==> config.mk <==
export PLATFORM = sky130hd
export DESIGN_NAME = wb_commit
export DESIGN_NICKNAME = d
export VERILOG_FILES = /design/src/rtl/wb_commit.sv
export SDC_FILE = /design/constraint.sdc
export NUM_CORES = 1
export LEC_CHECK = 0
export BUFFER_PORTS_ARGS = -buffer_cell sky130_fd_sc_hd__buf_2
export CORE_MARGIN = 10
export CORE_UTILIZATION = 27
export CTS_CLUSTER_DIAMETER = 150
export DETAILED_ROUTE_END_ITERATION = 12
export PLACE_DENSITY = 0.55
export SETUP_SLACK_MARGIN = 0.3
export SLEW_MARGIN = 20
export SYNTH_ARGS = -nofsm -noshare
export SYNTH_HDL_FRONTEND = slang
export SYNTH_SLANG_ARGS = --single-unit
==> constraint.sdc <==
create_clock -name i_clk -period 5.9 [get_ports i_clk]
set_input_delay 0.59 -clock i_clk [delete_from_list [all_inputs] [get_ports i_clk]]
set_output_delay 0.59 -clock i_clk [all_outputs]
set_load 0.02 [all_outputs]
==> src/rtl/wb_commit.sv <==
// Writeback/commit stage.
// Selects the writeback value and drives the register-file write port
// combinationally. Keeps a one-cycle WB-to-ID bypass copy of the last write and
// four commit performance counters for evaluating the branch predictor.
module wb_commit #(
    parameter int unsigned CNT_W = 32
) (
    input  logic             i_clk,
    input  logic             i_reset_n,
    input  logic             i_valid,
    input  logic [31:0]      i_pc,
    input  logic [31:0]      i_alu_result,
    input  logic [31:0]      i_mem_data,
    input  logic [31:0]      i_imm_data,
    input  logic [4:0]       i_rd,
    input  logic             i_regwrite,
    input  logic [1:0]       i_wb_sel,
    input  logic             i_is_ctrl,
    input  logic             i_mispred,
    input  logic             i_cnt_en,
    input  logic             i_cnt_clear,
    input  logic [1:0]       i_cnt_sel,
    output logic             o_rf_we,
    output logic [4:0]       o_rf_rd,
    output logic [31:0]      o_rf_wdata,
    output logic             o_fwd_valid,
    output logic [4:0]       o_fwd_rd,
    output logic [31:0]      o_fwd_data,
    output logic [CNT_W-1:0] o_cnt_rdata,
    output logic             o_commit
);

    // Writeback source encodings.
    localparam logic [1:0] WB_ALU = 2'b00;
    localparam logic [1:0] WB_MEM = 2'b01;
    localparam logic [1:0] WB_PC4 = 2'b10;
    localparam logic [1:0] WB_IMM = 2'b11;

    // Counter select encodings.
    localparam logic [1:0] SEL_CYCLES  = 2'b00;
    localparam logic [1:0] SEL_INSTRET = 2'b01;
    localparam logic [1:0] SEL_CTRL    = 2'b10;
    localparam logic [1:0] SEL_MISPRED = 2'b11;

    localparam logic [CNT_W-1:0] CNT_ONE  = {{(CNT_W-1){1'b0}}, 1'b1};
    localparam logic [CNT_W-1:0] CNT_ZERO = '0;

    logic             commit;
    logic             wr;
    logic [31:0]      pc_plus4;
    logic [31:0]      wb_data;

    logic             inc_cycles;
    logic             inc_instret;
    logic             inc_ctrl;
    logic             inc_mispred;

    logic [CNT_W-1:0] cycles_q,  cycles_d;
    logic [CNT_W-1:0] instret_q, instret_d;
    logic [CNT_W-1:0] ctrl_q,    ctrl_d;
    logic [CNT_W-1:0] mispred_q, mispred_d;
    logic [CNT_W-1:0] cnt_rdata_d;

    logic             fwd_valid_q, fwd_valid_d;
    logic [4:0]       fwd_rd_q,    fwd_rd_d;
    logic [31:0]      fwd_data_q,  fwd_data_d;
    logic             commit_q;

    // Bubbles never commit; writes to x0 are dropped but still retire.
    assign commit   = i_valid;
    assign wr       = i_valid & i_regwrite & (i_rd != 5'd0);
    // Wraps mod 2^32 naturally.
    assign pc_plus4 = i_pc + 32'd4;

    // Writeback source mux; its value is visible even when no write occurs.
    always_comb begin
        wb_data = i_alu_result;
        case (i_wb_sel)
            WB_ALU:  wb_data = i_alu_result;
            WB_MEM:  wb_data = i_mem_data;
            WB_PC4:  wb_data = pc_plus4;
            WB_IMM:  wb_data = i_imm_data;
            default: wb_data = i_alu_result;
        endcase
    end

    assign o_rf_we    = wr;
    assign o_rf_rd    = i_rd;
    assign o_rf_wdata = wb_data;

    // Bypass next state: rd/data hold across non-writing cycles, valid drops.
    always_comb begin
        fwd_valid_d = wr;
        fwd_rd_d    = fwd_rd_q;
        fwd_data_d  = fwd_data_q;
        if (wr) begin
            fwd_rd_d   = i_rd;
            fwd_data_d = wb_data;
        end
    end

    // Counter increment qualifiers, all gated by the global enable.
    always_comb begin
        inc_cycles  = i_cnt_en;
        inc_instret = i_cnt_en & commit;
        inc_ctrl    = i_cnt_en & commit & (i_is_ctrl | i_mispred);
        inc_mispred = i_cnt_en & commit & i_mispred;
    end

    // Counter next state; clear wins over any increment in the same cycle.
    always_comb begin
        cycles_d  = cycles_q;
        instret_d = instret_q;
        ctrl_d    = ctrl_q;
        mispred_d = mispred_q;
        if (i_cnt_clear) begin
            cycles_d  = CNT_ZERO;
            instret_d = CNT_ZERO;
            ctrl_d    = CNT_ZERO;
            mispred_d = CNT_ZERO;
        end else begin
            if (inc_cycles) begin
                cycles_d = cycles_q + CNT_ONE;
            end
            if (inc_instret) begin
                instret_d = instret_q + CNT_ONE;
            end
            if (inc_ctrl) begin
                ctrl_d = ctrl_q + CNT_ONE;
            end
            if (inc_mispred) begin
                mispred_d = mispred_q + CNT_ONE;
            end
        end
    end

    // Readback selects the post-update value so it matches the sampled cycle.
    always_comb begin
        cnt_rdata_d = cycles_d;
        case (i_cnt_sel)
            SEL_CYCLES:  cnt_rdata_d = cycles_d;
            SEL_INSTRET: cnt_rdata_d = instret_d;
            SEL_CTRL:    cnt_rdata_d = ctrl_d;
            SEL_MISPRED: cnt_rdata_d = mispred_d;
            default:     cnt_rdata_d = cycles_d;
        endcase
    end

    // Bypass register and commit pulse.
    always_ff @(posedge i_clk) begin
        if (!i_reset_n) begin
            fwd_valid_q <= 1'b0;
            fwd_rd_q    <= 5'd0;
            fwd_data_q  <= 32'd0;
            commit_q    <= 1'b0;
        end else begin
            fwd_valid_q <= fwd_valid_d;
            fwd_rd_q    <= fwd_rd_d;
            fwd_data_q  <= fwd_data_d;
            commit_q    <= commit;
        end
    end

    // Performance counters and registered readback; reset beats clear/enable.
    always_ff @(posedge i_clk) begin
        if (!i_reset_n) begin
            cycles_q    <= CNT_ZERO;
            instret_q   <= CNT_ZERO;
            ctrl_q      <= CNT_ZERO;
            mispred_q   <= CNT_ZERO;
            o_cnt_rdata <= CNT_ZERO;
        end else begin
            cycles_q    <= cycles_d;
            instret_q   <= instret_d;
            ctrl_q      <= ctrl_d;
            mispred_q   <= mispred_d;
            o_cnt_rdata <= cnt_rdata_d;
        end
    end

    assign o_fwd_valid = fwd_valid_q;
    assign o_fwd_rd    = fwd_rd_q;
    assign o_fwd_data  = fwd_data_q;
    assign o_commit    = commit_q;

endmodule

## Word-level counts from Yosys, hierarchy flattened

Cells that the tools add are included.

- Flip-flop bits (word level): 199
- Output and inout bits: 109

- Equal/unequal tests: 6
- Add/sub/neg operators: 5
- Mux-type cells: 10
- Reduce and logical (&&, ||, !) cells: 3
- Bitwise logic cells: 6

Operator list:

| cell | number |
|---|---|
| 2-to-1 mux 32 bit | 8 |
| case mux 32 bit (4 select lines) | 2 |
| adder 32 x 1 -> 32 bit (second input constant) | 4 |
| adder 32 x 3 -> 32 bit (second input constant) | 1 |
| == test 2 bit (second input constant) | 4 |
| bitwise AND 1 bit | 5 |
| nonzero test 5 bit | 1 |
| == test 2 x 1 -> 1 bit (second input constant) | 2 |
| logical NOT 2 bit | 2 |
| bitwise OR 1 bit | 1 |

## Depth between registers and ports, before layout

Gate-level depths: netlist of run 1.

- Word-level depth: 5
- Mapped depth: 9
- Depth with buffers taken out: 7

## Least setup slack after synthesis of run 1

Ideal clock, no wire load.

- Path kind: input-to-output
- Start: input port i_pc[4]
- End: output port o_rf_wdata[25]
- Stages on the path: 5
- Setup slack: 3.036 ns
- Data arrival time: 2.274 ns
- Path buffers: 1
- Data required time: 5.310 ns
- Path through: nand3_1 > or4_1 > clkbuf_1 > or4_1 > a31oi_1

- Word-level cells in the longest chain between the ends: 2

Ends and longest elaborated chain:

| what | RTL line | text |
|---|---|---|
| from (decl) | 11 | `input logic [31:0] i_pc,` |
| adder 32 x 3 -> 32 bit | 73 | `assign pc_plus4 = i_pc + 32'd4;` |
| case mux 32 bit (4 select lines) | 78 | `case (i_wb_sel)` |
| to (decl) | 25 | `output logic [31:0] o_rf_wdata,` |

Every way passes these cells.

## Worst setup path in the final report of run 1

Same ends and word-level chain as after synthesis.

==> results.toml, run 1 <==
[run_status]
status = "completed"

[final_layout]
drive_gt1_frac = 0.2419
areaGrowthSynthToFinish_pct = 22.16
antenna-diode-count = 0
nets = 1589
final_cell_mix = "buf_2 (253), dfxtp_1 (199), nor2_1 (179), nand2_1 (113), xor2_1 (71)"
final_common_cell = "buf_2"

[worst_setup_path]
worstSetupEndpoint = "o_rf_wdata[25]"
end_kind = "output pin"
rr_worst_depth = 7
path_delay_family = "simple AND/OR/NAND/NOR gates"
r2r_slack_ns = 3.11
crit_buf_inv = 2
crit_start = "i_pc[4]"
max_stage_delay_ns = 0.67
worstSetupStartpointType = "input port"
worstSetupPathDepth = 6
reg2reg_from = "cycles_q[0]"
r2r-end = "o_cnt_rdata[18]"
crit_arrival_ns = 2.72
cp_max_fo = 7
path_class = "input port to output pin"
slowest_stage = "or4_1"
path_cells = "buf_2 > nand3_1 > or4_1 > or4_1 > a31oi_1 > buf_2"
cp.required_ns = 5.31

[timing]
period_minus_slack_ns = 3.307
setup_tns_ns = 0
worst_pin_slew_ns = 1.268
finalCritPeriodShare = 0.5606
setup_violations = 0
slew_headroom = 0.1468
hold_viol = 0
final.setup_skew_ns = 0.009751
hold_ws_ns = 0.4142
rsz0062_at_grt = "false"
max_freq_mhz = 302.4
maxSlewViolCount = 0

[floorplanning]
design.core.area_um2 = 37760
ios = 254
die_h_um = 215.8
die_area_um2 = 46580
die_w_um = 215.8
start_util = 0.2742
rows = 71

[pwr]
p_int_uw = 2140
vdd_drop_max_mv = 0.1817
p_clk_frac = 0.400
total_leakage_power_uw = 0.004670
p_switching_uw = 848.3
power_frac_seq = 0.462
comb_power_share = 0.138
switching_share = 0.2839
power.density_nw_per_um2 = 236.2

[drt]
post-route-drc-count = 0
vias_per_cell = 5.149
dr.pass1.iters = 8
drtIter0Drc = 657
wl_per_cell_um = 20.80
vias = 10100
drt-total-wl_um = 40800
ant_nets = 0

[clocking]
cts_buffer_depth = 2
cts.repair.resized = 0
cts_sinks = 199
hold_buffers = 0
path_clk_slew_ns = 0.08
cts_tree = "done"
cts_htree_levels = 4
post_cts_buffers = 0
cts-root-buf = "clkbuf_16"
clk_latency_ns = 0.45
cts_made_buffers = 17

[place]
dpl.hpwl_um = 32410
port_buffers = 253
gp_congestion = 0.8901

[grt]
grt_max_degree = 78
grt_pass1_wl_um = 61580
overflow = 0
grt_pass1_vias = 10120
groute.usage.overall = 0.1705
antenna_found_initial = 2

[synth]
synthTopCellsByArea = "dfxtp_1 (38%), nor2_1 (6.5%), xor2_1 (6.0%), xnor2_1 (5.9%), mux4_2 (4.1%)"
synth_edf_count = 0
synth.top_cell.area_share = 0.3848
synthMuxAreaShare = 0.06199
ys_warn_count = 0
synthCells = 1225
synth_fp_nets = 1375
synthSimpleGateAreaFrac = 0.2672
synth_ff_type = "dfxtp_1"
netlist-cell-type-count = 60
synth-seq-area-share = 0.3848
syn-cell-area_um2 = 10350
avgSynthCellArea_um2 = 8.452
synth_compound_area_frac = 0.1244
synth_top_family_by_area = "simple AND/OR/NAND/NOR gates"
synth_area_leader_cell = "dfxtp_1"
synth-seq-cells = 199
synth-xor-area-share = 0.1193
synthAdderAreaFrac = 0.006042
synthArstFlopShare = 0

[min_path]
hold_class = "input port to register"

[job]
drv_cap = 0
power groups by stage:
stage	logic [uW]	registers (uW)	clock network [uW]
5_1_grt	441	1380	1280
4_1_cts	415	1380	1220
2_1_floorplan	196	1440	0
3_3_place_gp	416	1410	0
3_5_place_dp	414	1410	0
6_report	412	1380	1200
per-stage QoR:
| step | instances | power, uW | setup slack, ns | utilization | area (um2) |
|---|---|---|---|---|---|
| 3_5_place_dp | 1931 | 1824 | 2.561 | 0.3195 | 12060 |
| 2_1_floorplan | 1225 | 1634 | 3.036 | - | 10350 |
| 3_3_place_gp | 1931 | 1826 | 2.589 | 0.3195 | 12060 |
| 4_1_cts | 1962 | 3016 | 2.559 | 0.3348 | 12640 |
| 6_report | 1962 | 2988 | 2.593 | 0.3350 | 12650 |
| 5_1_grt | 1962 | 3100 | 2.501 | 0.3350 | 12650 |
worst min-delay path by stage:
stage	startpoint	endpoint	slack, ns	cells after the start
after detailed placement	o_fwd_data[16]	o_fwd_data[16]	0.45	2
final	i_rd[1]	o_fwd_rd[1]	0.41	3
after floorplan	ctrl_q[31]	ctrl_q[31]	0.48	2
after CTS	i_rd[1]	o_fwd_rd[1]	0.40	3
after global routing	i_rd[1]	o_fwd_rd[1]	0.41	3
after global placement	o_fwd_data[16]	o_fwd_data[16]	0.44	2
flip-flops by register name, indices dropped and copies added, names as in the netlist:
register and cells:
o_fwd_valid 1, o_fwd_rd 5, o_commit 1, cycles_q 32
instret_q 32, o_cnt_rdata 32, o_fwd_data 32, mispred_q 32
ctrl_q 32
worst min-delay path, cell delays in order:
cell     delay (ns)
buf_2          0.13
nand2_1        0.05
a21oi_1        0.05
layer usage:
metal	global-route usage	wire length, um	vias to the layer above
met5	0	13	-
met3	0.05678	3634	50
met2	0.2813	19130	442
met4	0.04788	774	2
met1	0.2071	17250	4791
li1	-	-	4817
cells in the mapped netlist, drive strengths merged, types with 14 or more instances:
library cell  instances
dfxtp               199
nor2                179
nand2               114
xor2                 71
xnor2                70
nand3                63
nand4                59
clkbuf               52
nor3                 41
a21oi                32
o21ai                32
nor4                 30
inv                  20
mux4                 19
o22ai                19
buf                  17
and2                 16
and4                 14
kinds of logic after synthesis:
kind of cell             count (synthesis)
buffers and inverters                   93
XOR/XNOR                               141
flip-flops                             199
multiplexers                            39
AO/OA/AOI/OAI                          183
adder cells (fa/ha/maj)                  5
AND/OR/NAND/NOR                        565
area by class of cell:
class	count	area, um2
inverter	24	90.09
timing repair buffer	264	1349
sequential	199	3984
tap	511	639.4
multi-input combinational	933	6007
fill	4008	25110
clock buffer	18	429.2
clock inverter	13	150.1
No activity file was read; power rests on OpenSTA's default activity.
==> run 2: changes to the inputs <==
ABC_AREA = 1   (was default)
PLACE_DENSITY = 0.54   (was 0.55)
clock period = 3.2 ns   (was 5.9 ns; I/O delays follow)
==> run 2 against run 1 <==
  * First-iteration DRC count is 100% higher
  * Cell count increased by 41%
  * Via count is 36% higher
==> results.toml, run 2 <==
[clocking]
cts_made_buffers = 17
post_cts_buffers = 0
cts_sinks = 199
cts.repair.resized = 0
clk_latency_ns = 0.50
cts-root-buf = "clkbuf_16"
cts_htree_levels = 4
cts_buffer_depth = 2
path_clk_slew_ns = 0.08
cts_tree = "done"
hold_buffers = 0

[min_path]
hold_class = "input port to register"
hold_path_startpoint = "i_rd[3]"
whs_endpoint = "o_fwd_rd[3]"
holdPathStages = 3

[place]
dpl.hpwl_um = 39890
port_buffers = 253
gp_congestion = 0.9645

[timing]
worst_pin_slew_ns = 0.7806
maxSlewViolCount = 0
max_freq_mhz = 402.2
rsz0062_at_grt = "false"
slew_headroom = 0.4790
setup_violations = 0
setup_tns_ns = 0
period_minus_slack_ns = 2.486
finalCritPeriodShare = 0.7770
final.setup_skew_ns = 0.02100
hold_viol = 0

[synth]
synth_edf_count = 0
synth_fp_nets = 2094
synthCells = 1944
syn-cell-area_um2 = 12130
synth_most_common_cell = "nand2_1"
netlist-cell-type-count = 49
avgSynthCellArea_um2 = 6.238
synthTopCellsByArea = "dfxtp_1 (33%), nand2_1 (13%), nor2_1 (10%), nand3_1 (7.6%), inv_1 (7.4%)"
synth.top_cell.area_share = 0.3285
synth_ff_type = "dfxtp_1"
synth-seq-area-share = 0.3285
synth-seq-cells = 199
ys_warn_count = 0
synthArstFlopShare = 0
synth_commonest_cells = "nand2_1 (423), nor2_1 (329), inv_1 (239)"
synth_area_leader_cell = "dfxtp_1"

[worst_setup_path]
rr_worst_depth = 8
cp.required_ns = 2.88
crit_arrival_ns = 2.17
reg2reg_from = "cycles_q[10]"
worstSetupStartpointType = "input port"
max_stage_delay_ns = 0.29
cp_max_fo = 4
path_cells = "buf_2 > ha_1 > nand3_2 > nor2_2 > inv_1 > nor2_1 > nand2_1 > o21bai_1 > nand3_1 > nand2_1 > o21ai_0 > inv_1 > buf_2"
slowest_stage = "nor2_1"
end_kind = "output pin"
path_class = "input port to output pin"
r2r-end = "o_cnt_rdata[21]"
r2r_slack_ns = 0.84

[pwr]
power.density_nw_per_um2 = 394.1
vdd_drop_max_mv = 0.2897
total_leakage_power_uw = 0.006352

[grt]
antenna_found_initial = 1
grt_max_degree = 89
grt_pass1_wl_um = 76380
groute.usage.overall = 0.1824
overflow = 0
grt_pass1_vias = 13130

[drt]
ant_nets = 0
wl_per_cell_um = 17.94
vias = 13730
drt-total-wl_um = 49780
post-route-drc-count = 0
drtIter0Drc = 1324
vias_per_cell = 4.949
dr.pass1.iters = 5

[floorplanning]
die_w_um = 231.9
ios = 254
rows = 77
design.core.area_um2 = 44320
die_h_um = 231.9
start_util = 0.2736
die_area_um2 = 53790

[final_layout]
final_common_cell = "nand2_1"
fillers = 4982
areaGrowthSynthToFinish_pct = 20.65
nets = 2318
postLayoutCoreUtil = 0.3301
drive_gt1_frac = 0.1775
final_cell_mix = "nand2_1 (423), nor2_1 (328), buf_2 (253), inv_1 (238), dfxtp_1 (199)"

[job]
drv_cap = 0

[run_status]
status = "completed"
[run 2: cells by family after synthesis]
logic type / after synthesis / share of synthesized area
AND/OR/NAND/NOR: 1151 / 0.4279
buffers and inverters: 314 / 0.1007
AO/OA/AOI/OAI: 254 / 0.1226
flip-flops: 199 / 0.3285
XOR/XNOR: 21 / 0.01517
adder cells (fa/ha/maj): 5 / 0.005159
[run 2: routing by layer]
metal / part of all wire / global-route usage
met2: 0.47 / 0.3023
met5: 0 / 0
met1: 0.44 / 0.2334
met3: 0.062 / 0.03311
met4: 0.025 / 0.06208
[run 2: layout make-up]
type | count | area (um2) | area share
repair buffers | 274 | 1436 | 0.09818
diodes | 2 | 5.005 | 0.0003421
inverters | 245 | 922.1 | 0.06303
clock buffers | 17 | 425.4 | 0.02908
multi-input cells | 1431 | 6924 | 0.4733
flip-flops and latches | 199 | 3984 | 0.2723
well taps | 592 | 740.7 | 0.05063
clock inverters | 14 | 192.7 | 0.01317
[run 2: worst max-delay path, delay by kind of cell]
kind	cells	cell delay (ns)
adders and majority gates	1	0.23
and+or+nand+nor	6	0.85
AOI/OAI and AO/OA	2	0.30
buffers and inverters	4	0.47
[run 2: worst max path at each step]
stage                     startpoint               to  slack, ns  cells after the start
after global placement      i_cnt_en  o_cnt_rdata[13]       0.77                     10
after global routing         i_pc[2]   o_rf_wdata[22]       0.52                     13
final                        i_pc[2]   o_rf_wdata[22]       0.71                     13
after detailed placement     i_pc[2]   o_rf_wdata[22]       0.75                     13
after floorplan              i_pc[2]   o_rf_wdata[22]       1.36                     11
after CTS                    i_pc[2]   o_rf_wdata[22]       0.73                     13
[run 2: report_power, final]
group          internal (uW)  switching, uW  leakage (uW)
Clock                   1250           1130      0.000291
Combinational            253            581       0.00445
Sequential              2520           23.5       0.00161
[run 2: through the flow]
stage	worst slack (ns)	area [um2]	power [uW]	hold WS, ns	std cells
after global routing	0.5153	14630	5981	0.09787	2773
after global placement	0.7697	14010	3435	0.4496	2741
after detailed placement	0.7454	14010	3435	0.4553	2741
after floorplan	1.362	12130	3054	0.4135	1944
after CTS	0.7271	14630	5833	0.07461	2772
final	0.7136	14630	5766	0.1057	2774
